$ cat src/rtl/ga_pkg.sv
// Shared constants and vsync resync state encoding for the gate-array interrupt generator.
package ga_pkg;

  localparam int DIV_DEFAULT         = 52;
  localparam int VSYNC_DELAY_DEFAULT = 2;
  localparam int HOLD_DEFAULT        = 96;

  typedef enum logic [1:0] {
    IDLE   = 2'd0,
    WAIT   = 2'd1,
    RESYNC = 2'd2
  } vs_state_e;

endpackage

$ cat src/rtl/ga_edge_det.sv
// Two-flop history on a clk_i-synchronous level; pulses valid the cycle after the edge is sampled.
module ga_edge_det (
  input  logic clk_i,
  input  logic nreset_i,
  input  logic sig_i,
  output logic rise_o,
  output logic fall_o
);

  logic [1:0] hist_q;
  logic [1:0] hist_d;

  // hist_q = {older sample, newer sample}
  assign hist_d = {hist_q[0], sig_i};

  always_ff @(posedge clk_i or negedge nreset_i) begin
    if (!nreset_i) begin
      hist_q <= 2'b00;
    end else begin
      hist_q <= hist_d;
    end
  end

  assign rise_o = (hist_q == 2'b01);
  assign fall_o = (hist_q == 2'b10);

endmodule

$ cat src/rtl/ga_int_gen.sv
// Raster interrupt generator: HSYNC divider, VSYNC resync, INT hold/ack/clear.
// Define GA_PRI_EN to enable the programmable raster-line interrupt (pri_line_i).
module ga_int_gen
  import ga_pkg::*;
#(
  parameter int DIV         = DIV_DEFAULT,
  parameter int CNT_W       = 6,
  parameter int VSYNC_DELAY = VSYNC_DELAY_DEFAULT,
  parameter int HOLD_CYCLES = HOLD_DEFAULT,
  parameter int LINE_W      = 8
) (
  input  logic              clk_i,
  input  logic              nreset_i,
  input  logic              hsync_i,
  input  logic              vsync_i,
  input  logic              intack_i,
  input  logic              clr_i,
  input  logic [LINE_W-1:0] pri_line_i,
  output logic              nint_o,
  output logic [CNT_W-1:0]  cntr_o,
  output logic [LINE_W-1:0] line_o
);

  localparam int                HOLD_W   = $clog2(HOLD_CYCLES + 1);
  localparam logic [CNT_W-1:0]  DIV_LAST = CNT_W'(DIV - 1);
  localparam logic [HOLD_W-1:0] HOLD_MAX = HOLD_W'(HOLD_CYCLES);
  localparam logic [2:0]        VS_N     = 3'(VSYNC_DELAY);

  logic hsync_fall, vsync_rise, ack_rise, clr_rise;
  logic unused_hs_rise, unused_vs_fall, unused_ack_fall, unused_clr_fall;

  ga_edge_det u_hs_edge (
    .clk_i(clk_i), .nreset_i(nreset_i), .sig_i(hsync_i),
    .rise_o(unused_hs_rise), .fall_o(hsync_fall)
  );
  ga_edge_det u_vs_edge (
    .clk_i(clk_i), .nreset_i(nreset_i), .sig_i(vsync_i),
    .rise_o(vsync_rise), .fall_o(unused_vs_fall)
  );
  ga_edge_det u_ack_edge (
    .clk_i(clk_i), .nreset_i(nreset_i), .sig_i(intack_i),
    .rise_o(ack_rise), .fall_o(unused_ack_fall)
  );
  ga_edge_det u_clr_edge (
    .clk_i(clk_i), .nreset_i(nreset_i), .sig_i(clr_i),
    .rise_o(clr_rise), .fall_o(unused_clr_fall)
  );

  vs_state_e           vs_q, vs_d;
  logic [2:0]          vs_n_q, vs_n_d;
  logic [CNT_W-1:0]    cntr_q, cntr_d;
  logic [LINE_W-1:0]   line_q, line_d, line_inc;
  logic [HOLD_W-1:0]   hold_q, hold_d;
  logic                req_q, req_d;
  logic                div_req, pri_active, pri_req;

  always_comb begin
    vs_d   = vs_q;
    vs_n_d = vs_n_q;
    case (vs_q)
      IDLE: begin
        if (vsync_rise) begin
          vs_d   = WAIT;
          vs_n_d = '0;
        end
      end
      WAIT: begin
        if (vsync_rise) begin
          vs_n_d = '0;
        end else if (hsync_fall) begin
          vs_n_d = vs_n_q + 3'd1;
          if (vs_n_q + 3'd1 == VS_N) vs_d = RESYNC;
        end
      end
      RESYNC: begin
        vs_d   = IDLE;
        vs_n_d = '0;
      end
      default: vs_d = IDLE;
    endcase
  end

  // Priority: clear, resync, hsync divide, ack mask of the late-half flag.
  always_comb begin
    cntr_d  = cntr_q;
    div_req = 1'b0;
    if (clr_rise) begin
      cntr_d = '0;
    end else if (vs_q == RESYNC) begin
      div_req = cntr_q[CNT_W-1];
      cntr_d  = '0;
    end else if (hsync_fall) begin
      if (cntr_q == DIV_LAST) begin
        cntr_d  = '0;
        div_req = 1'b1;
      end else begin
        cntr_d = cntr_q + 1'b1;
        if (ack_rise) cntr_d[CNT_W-1] = 1'b0;
      end
    end else if (ack_rise) begin
      cntr_d[CNT_W-1] = 1'b0;
    end
  end

  assign line_inc = line_q + 1'b1;

  always_comb begin
    line_d = line_q;
    if (vsync_rise) begin
      line_d = '0;
    end else if (hsync_fall && (line_q != '1)) begin
      line_d = line_inc;
    end
  end

`ifdef GA_PRI_EN
  // The line only increments once per value per frame, so the compare fires once per frame.
  assign pri_active = (pri_line_i != '0);
  assign pri_req    = pri_active && hsync_fall && !vsync_rise && !clr_rise &&
                      (line_q != '1) && (line_inc == pri_line_i);
`else
  logic unused_pri_line;
  assign unused_pri_line = ^pri_line_i;
  assign pri_active      = 1'b0;
  assign pri_req         = 1'b0;
`endif

  assign req_d = (div_req && !pri_active) || pri_req;

  // An ack arriving with a fresh request must not release nint for one cycle.
  always_comb begin
    hold_d = hold_q;
    if (clr_rise) begin
      hold_d = '0;
    end else if (req_q) begin
      hold_d = HOLD_W'(1);
    end else if (hold_q != '0) begin
      if ((ack_rise && !req_d) || (hold_q == HOLD_MAX)) begin
        hold_d = '0;
      end else begin
        hold_d = hold_q + 1'b1;
      end
    end
  end

  always_ff @(posedge clk_i or negedge nreset_i) begin
    if (!nreset_i) begin
      vs_q   <= IDLE;
      vs_n_q <= '0;
      cntr_q <= '0;
      line_q <= '0;
      hold_q <= '0;
      req_q  <= 1'b0;
    end else begin
      vs_q   <= vs_d;
      vs_n_q <= vs_n_d;
      cntr_q <= cntr_d;
      line_q <= line_d;
      hold_q <= hold_d;
      req_q  <= req_d;
    end
  end

  assign nint_o = (hold_q == '0);
  assign cntr_o = cntr_q;
  assign line_o = line_q;

endmodule

$ cat config.mk
export PLATFORM = sky130hd
export DESIGN_NAME = ga_int_gen
export DESIGN_NICKNAME = d
export VERILOG_FILES = /design/src/rtl/ga_pkg.sv /design/src/rtl/ga_edge_det.sv /design/src/rtl/ga_int_gen.sv
export SDC_FILE = /design/constraint.sdc
export NUM_CORES = 1
export LEC_CHECK = 0
export BUFFER_PORTS_ARGS = -buffer_cell sky130_fd_sc_hd__buf_4
export CAP_MARGIN = 20
export CORE_UTILIZATION = 30
export DETAILED_ROUTE_END_ITERATION = 6
export SYNTH_ARGS = -nofsm -noshare
export SYNTH_HDL_FRONTEND = slang
export SYNTH_SLANG_ARGS = --single-unit
$ cat constraint.sdc
create_clock -name clk_i -period 2.33 [get_ports clk_i]
set_clock_uncertainty 0.1 [all_clocks]
set_input_delay 0.3495 -clock clk_i [delete_from_list [all_inputs] [get_ports clk_i]]
set_output_delay 0.3495 -clock clk_i [all_outputs]
set_load 0.005 [all_outputs]
======== After elaboration in Yosys (flattened, before gate mapping) ========
Cells that the tools add are included.
Widths: inputs -> output; s select.
storage, ports and cells
  flip-flop bits (word level) ............. 35
  input bits .............................. 14
  output and inout bits ................... 15
  word-level logic and storage cells ...... 70
operators by class
  equal/unequal tests ..................... 15
  add/subtract/negate cells ............... 4
  reductions and logical operators ........ 14
  muxes and demuxes ....................... 26
operators by type and width
  cell                 count
  $mux 7               4
  $mux 6               3
  $mux 8               2
  $mux 3               3
  $pmux 3 s3           1
  $reduce_bool 3->1    3
  $add 8x1->8 const B  1
  $eq 2x1->1 const B   4
  $mux 2               4
  $ne 8x8->1 const B   1
  $add 7x1->7 const B  1
  $eq 7x7->1 const B   1
  $logic_not 7->1      1
  $mux 1               7
  $reduce_bool 7->1    1
  $add 6x1->6 const B  1
  $eq 6x6->1 const B   1
  $ne 2x2->1 const B   3
  $mux 5               1
  $eq 2x2->1 const B   2
  $pmux 2 s2           1
  $reduce_and 4->1     1
  $reduce_bool 4->1    1
  $add 3x1->3 const B  1
  other kinds (9)      10

======== Logic depth before layout (Yosys ltp) ========
Gate-level depths: netlist of the first run.
  depth after elaboration ................. 12
  depth in mapped cells ................... 7
  depth with buffers taken out ............ 7

======== Modules after synthesis ========
Synthesis of the first run repeated with hierarchy kept, for this count alone.
unflattened totals
  cell total of the unflattened synthesis .. 178
  area total of the unflattened synthesis .. 1826.8 sq um
by module, submodules not included
  module       sequential area each (sq um)  area an instance (sq um)  instances  cells an instance
  ga_int_gen   675.6                         1566.5                    1          162
  ga_edge_det  50.0                          65.1                      4          4

======== Worst setup path after synthesis of the first run ========
No wires, ideal clock.
  kind .................................... register -> register
  start point ............................. register u_hs_edge.hist_q[0]
  end point ............................... register line_q[5], in the netlist line_o[5]
  required time ........................... 2152 ps
  setup time .............................. 78 ps
  data arrival time ....................... 1459 ps
  period minus slack after synthesis ...... 1637 ps
  buffers on the path ..................... 1
  path slack .............................. 693 ps
  stages on the path, launching flop included .. 6
  path through ............................ dfrtp_1 and2b_1 buf_6 nand4_4 or4_1 a21oi_1
between the ends
  longest elaborated chain between the ends .. 3
ends and longest elaborated chain
  element                      RTL line           text
  from (decl)                  ga_edge_det.sv:10  logic [1:0] hist_q;
  from (signal assigned)       ga_edge_det.sv:20  hist_q <= hist_d;
  $eq 2x2->1                   ga_edge_det.sv:25  assign fall_o = (hist_q == 2'b10);
  $logic_and 1x1->1            ga_int_gen.sv:111  end else if (hsync_fall && (line_q != '1)) begin
  $reduce_bool 2->1 (no line)  n/a
  to (signal assigned)         ga_int_gen.sv:158  line_q <= line_d;
  to (decl)                    ga_int_gen.sv:52   logic [LINE_W-1:0] line_q, line_d, line_inc;
No other way between the ends.
A chain may end at the register's enable or synchronous reset.

======== Worst setup path after layout of the first run ========
  start point ............................. register hold_q[0]
  end point ............................... output port nint_o
between the ends
  longest elaborated chain between the ends .. 1
ends and longest elaborated chain
  element                 RTL line           text
  from (decl)             ga_int_gen.sv:53   logic [HOLD_W-1:0] hold_q, hold_d;
  from (signal assigned)  ga_int_gen.sv:159  hold_q <= hold_d;
  $logic_not 7->1         ga_int_gen.sv:164  assign nint_o = (hold_q == '0);
  to (decl)               ga_int_gen.sv:19   output logic nint_o,
No other way between the ends.

==> results of run 1 <==
[worst paths after layout]
| path | to | cells after the start | from | slack [ns] |
|---|---|---|---|---|
| min reg2reg | u_vs_edge.hist_q[1]$_DFF_PN0_ | 0 | u_vs_edge.hist_q[0]$_DFF_PN0_ | 0.30 |
| min | u_vs_edge.hist_q[0]$_DFF_PN0_ | 1 | vsync_i | 0.07 |
| max | nint_o | 6 | hold_q[0]$_DFFE_PN0P_ | 0.21 |
| min in group asynchronous | line_o[3]$_DFFE_PN0P_ | 2 | nreset_i | 0.45 |
| max reg2reg | line_o[5]$_DFFE_PN0P_ | 4 | u_hs_edge.hist_q[0]$_DFF_PN0_ | 0.41 |
| max in group asynchronous | hold_q[5]$_DFFE_PN0P_ | 2 | nreset_i | 1.37 |
[Yosys cell counts, types with 3 or more instances]
cell type	number	area, um^2
nor2b_1	4	25.0
inv_1	5	18.8
nand2b_1	8	50.1
o211ai_1	3	22.5
or3_1	3	18.8
nand2_1	10	37.5
dfrtp_1	35	876
xnor2_1	7	61.3
nor2_1	11	41.3
o31ai_1	3	22.5
nand3_1	10	50.1
o21ai_1	5	25.0
a211oi_1	3	22.5
ha_1	6	75.1
nor3_1	7	35.0
xor2_1	5	43.8
a21oi_1	10	50.1
[area by class of cell]
class	instances	area, um^2	area share, %
Timing Repair Buffer	22	168	8.03
Multi-Input combinational cell	125	836	40.0
Inverter	5	18.8	0.899
Tap cell	72	90.1	4.31
Sequential cell	35	876	41.9
Clock buffer	8	100	4.79
[kinds of logic (layout without fill, tap and decap cells)]
logic type                 Yosys count  in the layout  share of synthesized area [%]
and+or+nand+nor                     68             68                           22.1
AOI/OAI and AO/OA                   38             38                           14.5
adders and majority gates            6              6                           4.29
xor gates and xnor gates            12             12                           6.01
DFF                                 35             35                           50.1
muxes                                1              1                          0.573
buffers and inverters                9             35                           2.43
[timing repair]
item | CTS | global route
resized for setup | 0 | 1
setup endpoints to repair | 0 | 1
hold endpoints to repair | 35 | 0
hold buffers | 1 | 0
[routing by layer]
layer | track usage, % | share of wire, % | vias to the layer above
met1 | 16.1 | 50 | 655
met5 | 0 | 0 | -
met4 | 4.44 | 1.6 | 0
met2 | 18.8 | 45 | 22
met3 | 3.14 | 2.9 | 5
li1 | - | - | 666
[sequential cells by signal, summed over array words and instances, names as in the netlist]
register and count:
cntr_o 6, vs_n_q 3, req_q 1, u_vs_edge.hist_q 2
line_o 8, u_clr_edge.hist_q 2, vs_q 2, hold_q 7
u_ack_edge.hist_q 2, u_hs_edge.hist_q 2
[power groups by stage]
stage	combinational (W)	clock (W)	sequential [W]
6_report	0.000199	0.000478	0.000744
4_1_cts	0.000204	0.000503	0.000745
5_1_grt	0.000230	0.000525	0.000756
2_1_floorplan	0.000145	0	0.000724
3_3_place_gp	0.000197	0	0.000753
3_5_place_dp	0.000203	0	0.000755
[critical path, stage by stage, from the launching register on]
cell and delay, ns:
dfrtp_1 0.41, inv_1 0.09, ha_1 0.15, nor4b_2 0.31, nand2_1 0.17, inv_1 0.14
buf_4 0.12
[stage by stage]
stage               hold slack [ns]  worst slack (ns)
floorplan                   -0.0461             0.693
global placement              0.235             0.395
detailed placement            0.231             0.408
CTS                          0.0644            0.0619
global route                 0.0604             0.105
finish                       0.0739             0.213
==> flow_metrics.py, run 1 <==
metrics = {
    "timing": {
        "fin_crit_ns": 2.12,
        "tightestPinTransition_ns": 0.435,
        "drv_slew": 0,
        "clock.fmax_ghz": 0.472,
        "final-setup-viol-count": 0,
        "hold_violations": 0,
        "tns_ns": 0,
        "slew_headroom_pct": 71.0,
        "fin_crit_sh_pct": 90.9,
        "rsz0062_at_grt": "no",
    },
    "floorplan": {
        "die_w_um": 78.3,
        "die_area_um2": 6140,
        "core_area_um2": 5570,
        "row_count": 27,
        "dieHeight_um": 78.3,
        "initial_core_util_pct": 31.4,
        "io-pin-count": 29,
    },
    "grt": {
        "overflow": 0,
        "globalRouteTotalUtil_pct": 12.1,
        "grt_pass1_wl_um": 5830,
        "grt_pass1_vias": 1265,
        "antenna_found_initial": 0,
        "grt_max_degree": 36,
    },
    "power": {
        "switchingPower_w": 0.000385,
        "cellPowerDensity_nw_per_um2": 681,
        "ir_drop_v": 0.000368,
        "combPwrFrac_pct": 14.0,
        "clkPwrFrac_pct": 33.6,
        "p_leak_nw": 0.915,
        "seq_power_share_pct": 52.3,
        "swShare_pct": 27.1,
        "total_power_w": 0.00142,
        "intPower_w": 0.00104,
    },
    "placed_design": {
        "post-dp-hpwl_um": 2390,
        "dpl_cell_area_um2": 1970,
        "place_inst": 258,
        "gp_routability_congestion": 0.774,
        "port_buffers": 20,
    },
    "cells_and_area": {
        "synthToLayoutAreaGrowth_pct": 19.5,
        "antennaDiodeCount": 0,
        "nets": 214,
        "post-route-util_pct": 37.5,
        "fin_area_um2": 2090,
        "final_common_cell": "dfrtp_1",
        "drive_above_1_share_pct": 15.9,
        "nFillCells": 556,
        "final_cell_mix": "35 x dfrtp_1, 21 x buf_4, 11 x nor2_1",
        "finalNonFillerCells": 267,
    },
    "clocking": {
        "cts_max_level": 2,
        "clkSinkCount": 35,
        "postCtsSetupRepairBufs": 0,
        "cts_buffer_depth": 2,
        "clkTransAtPathRegs_ns": 0.07,
        "clock-root-buffer": "clkbuf_8",
        "cts_tree": "yes",
        "clock_latency_ns": 0.28,
        "cts_buffers": 5,
    },
    "synthesis": {
        "synth_edf_count": 0,
        "synth_nets": 189,
        "yosysSeqAreaShare_pct": 50.1,
        "syn_area_per_cell_um2": 10.3,
        "synth_seq_cells": 35,
        "yosysWarnings": 0,
        "synth_cell_type_count": 43,
        "syn_area_um2": 1750,
        "async_reset_ff_share_pct": 100,
        "netlist_instances": 169,
        "synth_ff_type": "dfrtp_1",
    },
    "detailed_routing": {
        "vias": 1348,
        "via_per_inst": 5.05,
        "antenna_left": 0,
        "drt_iter0_drc": 76,
        "drtPass1Iterations": 6,
        "drc": 0,
        "wl_um": 3350,
        "wl_per_cell_um": 12.5,
    },
    "worst_setup_path": {
        "path_class": "reg -> out",
        "critPathLaunchType": "flip-flop",
        "crit_arrival_ns": 1.67,
        "worst_setup_path_end_kind": "output pin",
        "critPathMaxFanout": 4,
        "worst_ep_required_time_ns": 1.88,
    },
    "run_status": {
        "status": "finished, final reports clean",
    },
    "flow_run": {
        "cap_violations": 0,
    },
    "min_path": {
        "hold_path.class": "in -> reg",
    },
}
(Power assumes the default switching activity.)
==> inputs of run 2 (changes only) <==
Settings changed: CTS_CLUSTER_SIZE set to 16, SETUP_SLACK_MARGIN set to 0.5.
==> flow_metrics.py, run 2 (same netlist as run 1, synthesis figures left out) <==
metrics = {
    "clocking": {
        "cts_max_level": 2,
        "clkTransAtPathRegs_ns": 0.07,
        "cts_tree": "yes",
        "clkSinkCount": 35,
        "cts_buffers": 5,
        "cts_buffer_depth": 2,
        "clock-root-buffer": "clkbuf_8",
        "clock_latency_ns": 0.28,
    },
    "floorplan": {
        "io-pin-count": 29,
        "die_area_um2": 6140,
        "core_area_um2": 5570,
        "row_count": 27,
        "die_w_um": 78.3,
        "dieHeight_um": 78.3,
        "initial_core_util_pct": 31.4,
    },
    "flow_run": {
        "cap_violations": 0,
    },
    "min_path": {
        "hold_path.class": "in -> reg",
        "min_from": "vsync_i",
        "holdPathStages": 1,
        "hold_end": "u_vs_edge.hist_q[0]$_DFF_PN0_",
    },
    "worst_setup_path": {
        "r2r-start": "line_o[0]$_DFFE_PN0P_",
        "cp_cell_sequence": "inv_2, ha_4, nor4b_4, nand2_1, inv_2, buf_6",
        "worst_setup_path_end_kind": "output pin",
        "r2r_setup_slack_ns": 0.59,
        "critPathLaunchType": "flip-flop",
        "critPathSlowestCell": "dfrtp_1",
        "reg2regPathDepth": 4,
        "crit_arrival_ns": 1.40,
        "worst_ep_required_time_ns": 1.88,
        "r2r_end": "line_o[5]$_DFFE_PN0P_",
        "critPathMaxFanout": 3,
        "path_class": "reg -> out",
        "cp_common_cell": "inv_2",
        "cpPeakStageDelay_ns": 0.41,
    },
    "cells_and_area": {
        "antennaDiodeCount": 0,
        "nets": 221,
        "synthToLayoutAreaGrowth_pct": 24.6,
        "drive_above_1_share_pct": 22.8,
        "final_cell_mix": "34 x dfrtp_1, 27 x buf_4, 11 x nor2_1",
        "final_common_cell": "dfrtp_1",
        "post-route-util_pct": 39.1,
        "largest_reg_flops": 8,
    },
    "placed_design": {
        "gp_routability_congestion": 0.774,
        "post-dp-hpwl_um": 2390,
        "port_buffers": 20,
        "place_ws_ns": 0.408,
    },
    "detailed_routing": {
        "via_per_inst": 4.99,
        "drtPass1Iterations": 4,
        "drt_iter0_drc": 64,
        "antenna_left": 0,
        "drc": 0,
        "vias": 1366,
        "wl_um": 3430,
        "wl_per_cell_um": 12.5,
    },
    "power": {
        "switchingPower_w": 0.000388,
        "clkPwrFrac_pct": 33.7,
        "intPower_w": 0.00104,
        "total_power_w": 0.00143,
        "combPwrFrac_pct": 14.2,
        "p_leak_nw": 0.966,
        "seq_power_share_pct": 52.1,
        "ir_drop_v": 0.000368,
        "swShare_pct": 27.2,
        "cellPowerDensity_nw_per_um2": 656,
    },
    "timing": {
        "tightestPinTransition_ns": 0.437,
        "final-setup-viol-count": 0,
        "hold_violations": 0,
        "clock.fmax_ghz": 0.539,
        "drv_slew": 0,
        "fin_crit_sh_pct": 79.6,
        "fin_crit_ns": 1.85,
        "rsz0062_at_grt": "yes",
        "hold_ws_ns": 0.0747,
        "slew_headroom_pct": 70.9,
        "fin_ws_ns": 0.476,
        "tns_ns": 0,
    },
    "run_status": {
        "status": "finished, final reports clean",
    },
    "grt": {
        "grt_pass1_vias": 1293,
        "globalRouteTotalUtil_pct": 12.5,
        "antenna_found_initial": 0,
        "overflow": 0,
        "grt_max_degree": 36,
        "grt_pass1_wl_um": 5990,
    },
}
[run 2: cell types whose count changed in the layout (fill, tap and decap cells not counted), sizes merged]
cell  change
buf       +7
[run 2: metal layers]
layer  up-vias  GRT usage, %  wire [um]
li1        679             -          -
met3         7          3.14         93
met4         0          5.00         69
met2        20          19.3       1510
met5         -             0          0
met1       660          16.6       1760
[run 2: layout make-up]
class                   count  area [um^2]
fillers                   547         3400
flip-flops and latches     35          877
multi-input cells         125          868
repair buffers             29          224
clock buffers               8          100
well taps                  72         90.1
inverters                   5         18.8
[run 2: how the worst max path moves through the flow]
| stage | startpoint | to | slack, ns | depth (start not counted) |
|---|---|---|---|---|
| 6_report | hold_q[1]$_DFFE_PN0P_ | nint_o | 0.48 | 6 |
| 5_1_grt | hold_q[0]$_DFFE_PN0P_ | nint_o | 0.39 | 6 |
| 4_1_cts | hold_q[0]$_DFFE_PN0P_ | nint_o | 0.41 | 6 |
| 3_5_place_dp | hold_q[0]$_DFFE_PN0P_ | nint_o | 0.41 | 6 |
| 3_3_place_gp | hold_q[0]$_DFFE_PN0P_ | nint_o | 0.39 | 6 |
| 2_1_floorplan | u_hs_edge.hist_q[0]$_DFF_PN0_ | line_o[5]$_DFFE_PN0P_ | 0.69 | 5 |
[run 2: power by group through the flow]
stage | Sequential [W] | Combinational [W] | Clock (W)
detailed placement | 0.000755 | 0.000203 | 0
global placement | 0.000753 | 0.000197 | 0
CTS | 0.000745 | 0.000204 | 0.000503
floorplan | 0.000724 | 0.000145 | 0
global route | 0.000757 | 0.000233 | 0.000527
finish | 0.000745 | 0.000203 | 0.000481
[run 2: metrics by stage]
step,area [um^2],instances
finish,2180,274
global route,2180,274
CTS,2110,269
detailed placement,1970,258
global placement,1970,258
floorplan,1750,169
[run 2: what timing repair did]
| item | 4_1_cts | 5_1_grt |
|---|---|---|
| endpoints found under the hold margin | 35 | 0 |
| pin swaps | 1 | 2 |
| setup endpoints to repair | 2 | 7 |
| buffers inserted | 2 | 5 |
| resized for setup | 3 | 10 |
| hold buffers | 1 | 0 |
[run 2: worst max-delay path: cells and delay by family (launching register included)]
kind | cells | cell delay (ns)
adder cells (fa/ha/maj) | 1 | 0.12
buffers and inverters | 3 | 0.25
flip-flops | 1 | 0.41
AND/OR/NAND/NOR | 2 | 0.33
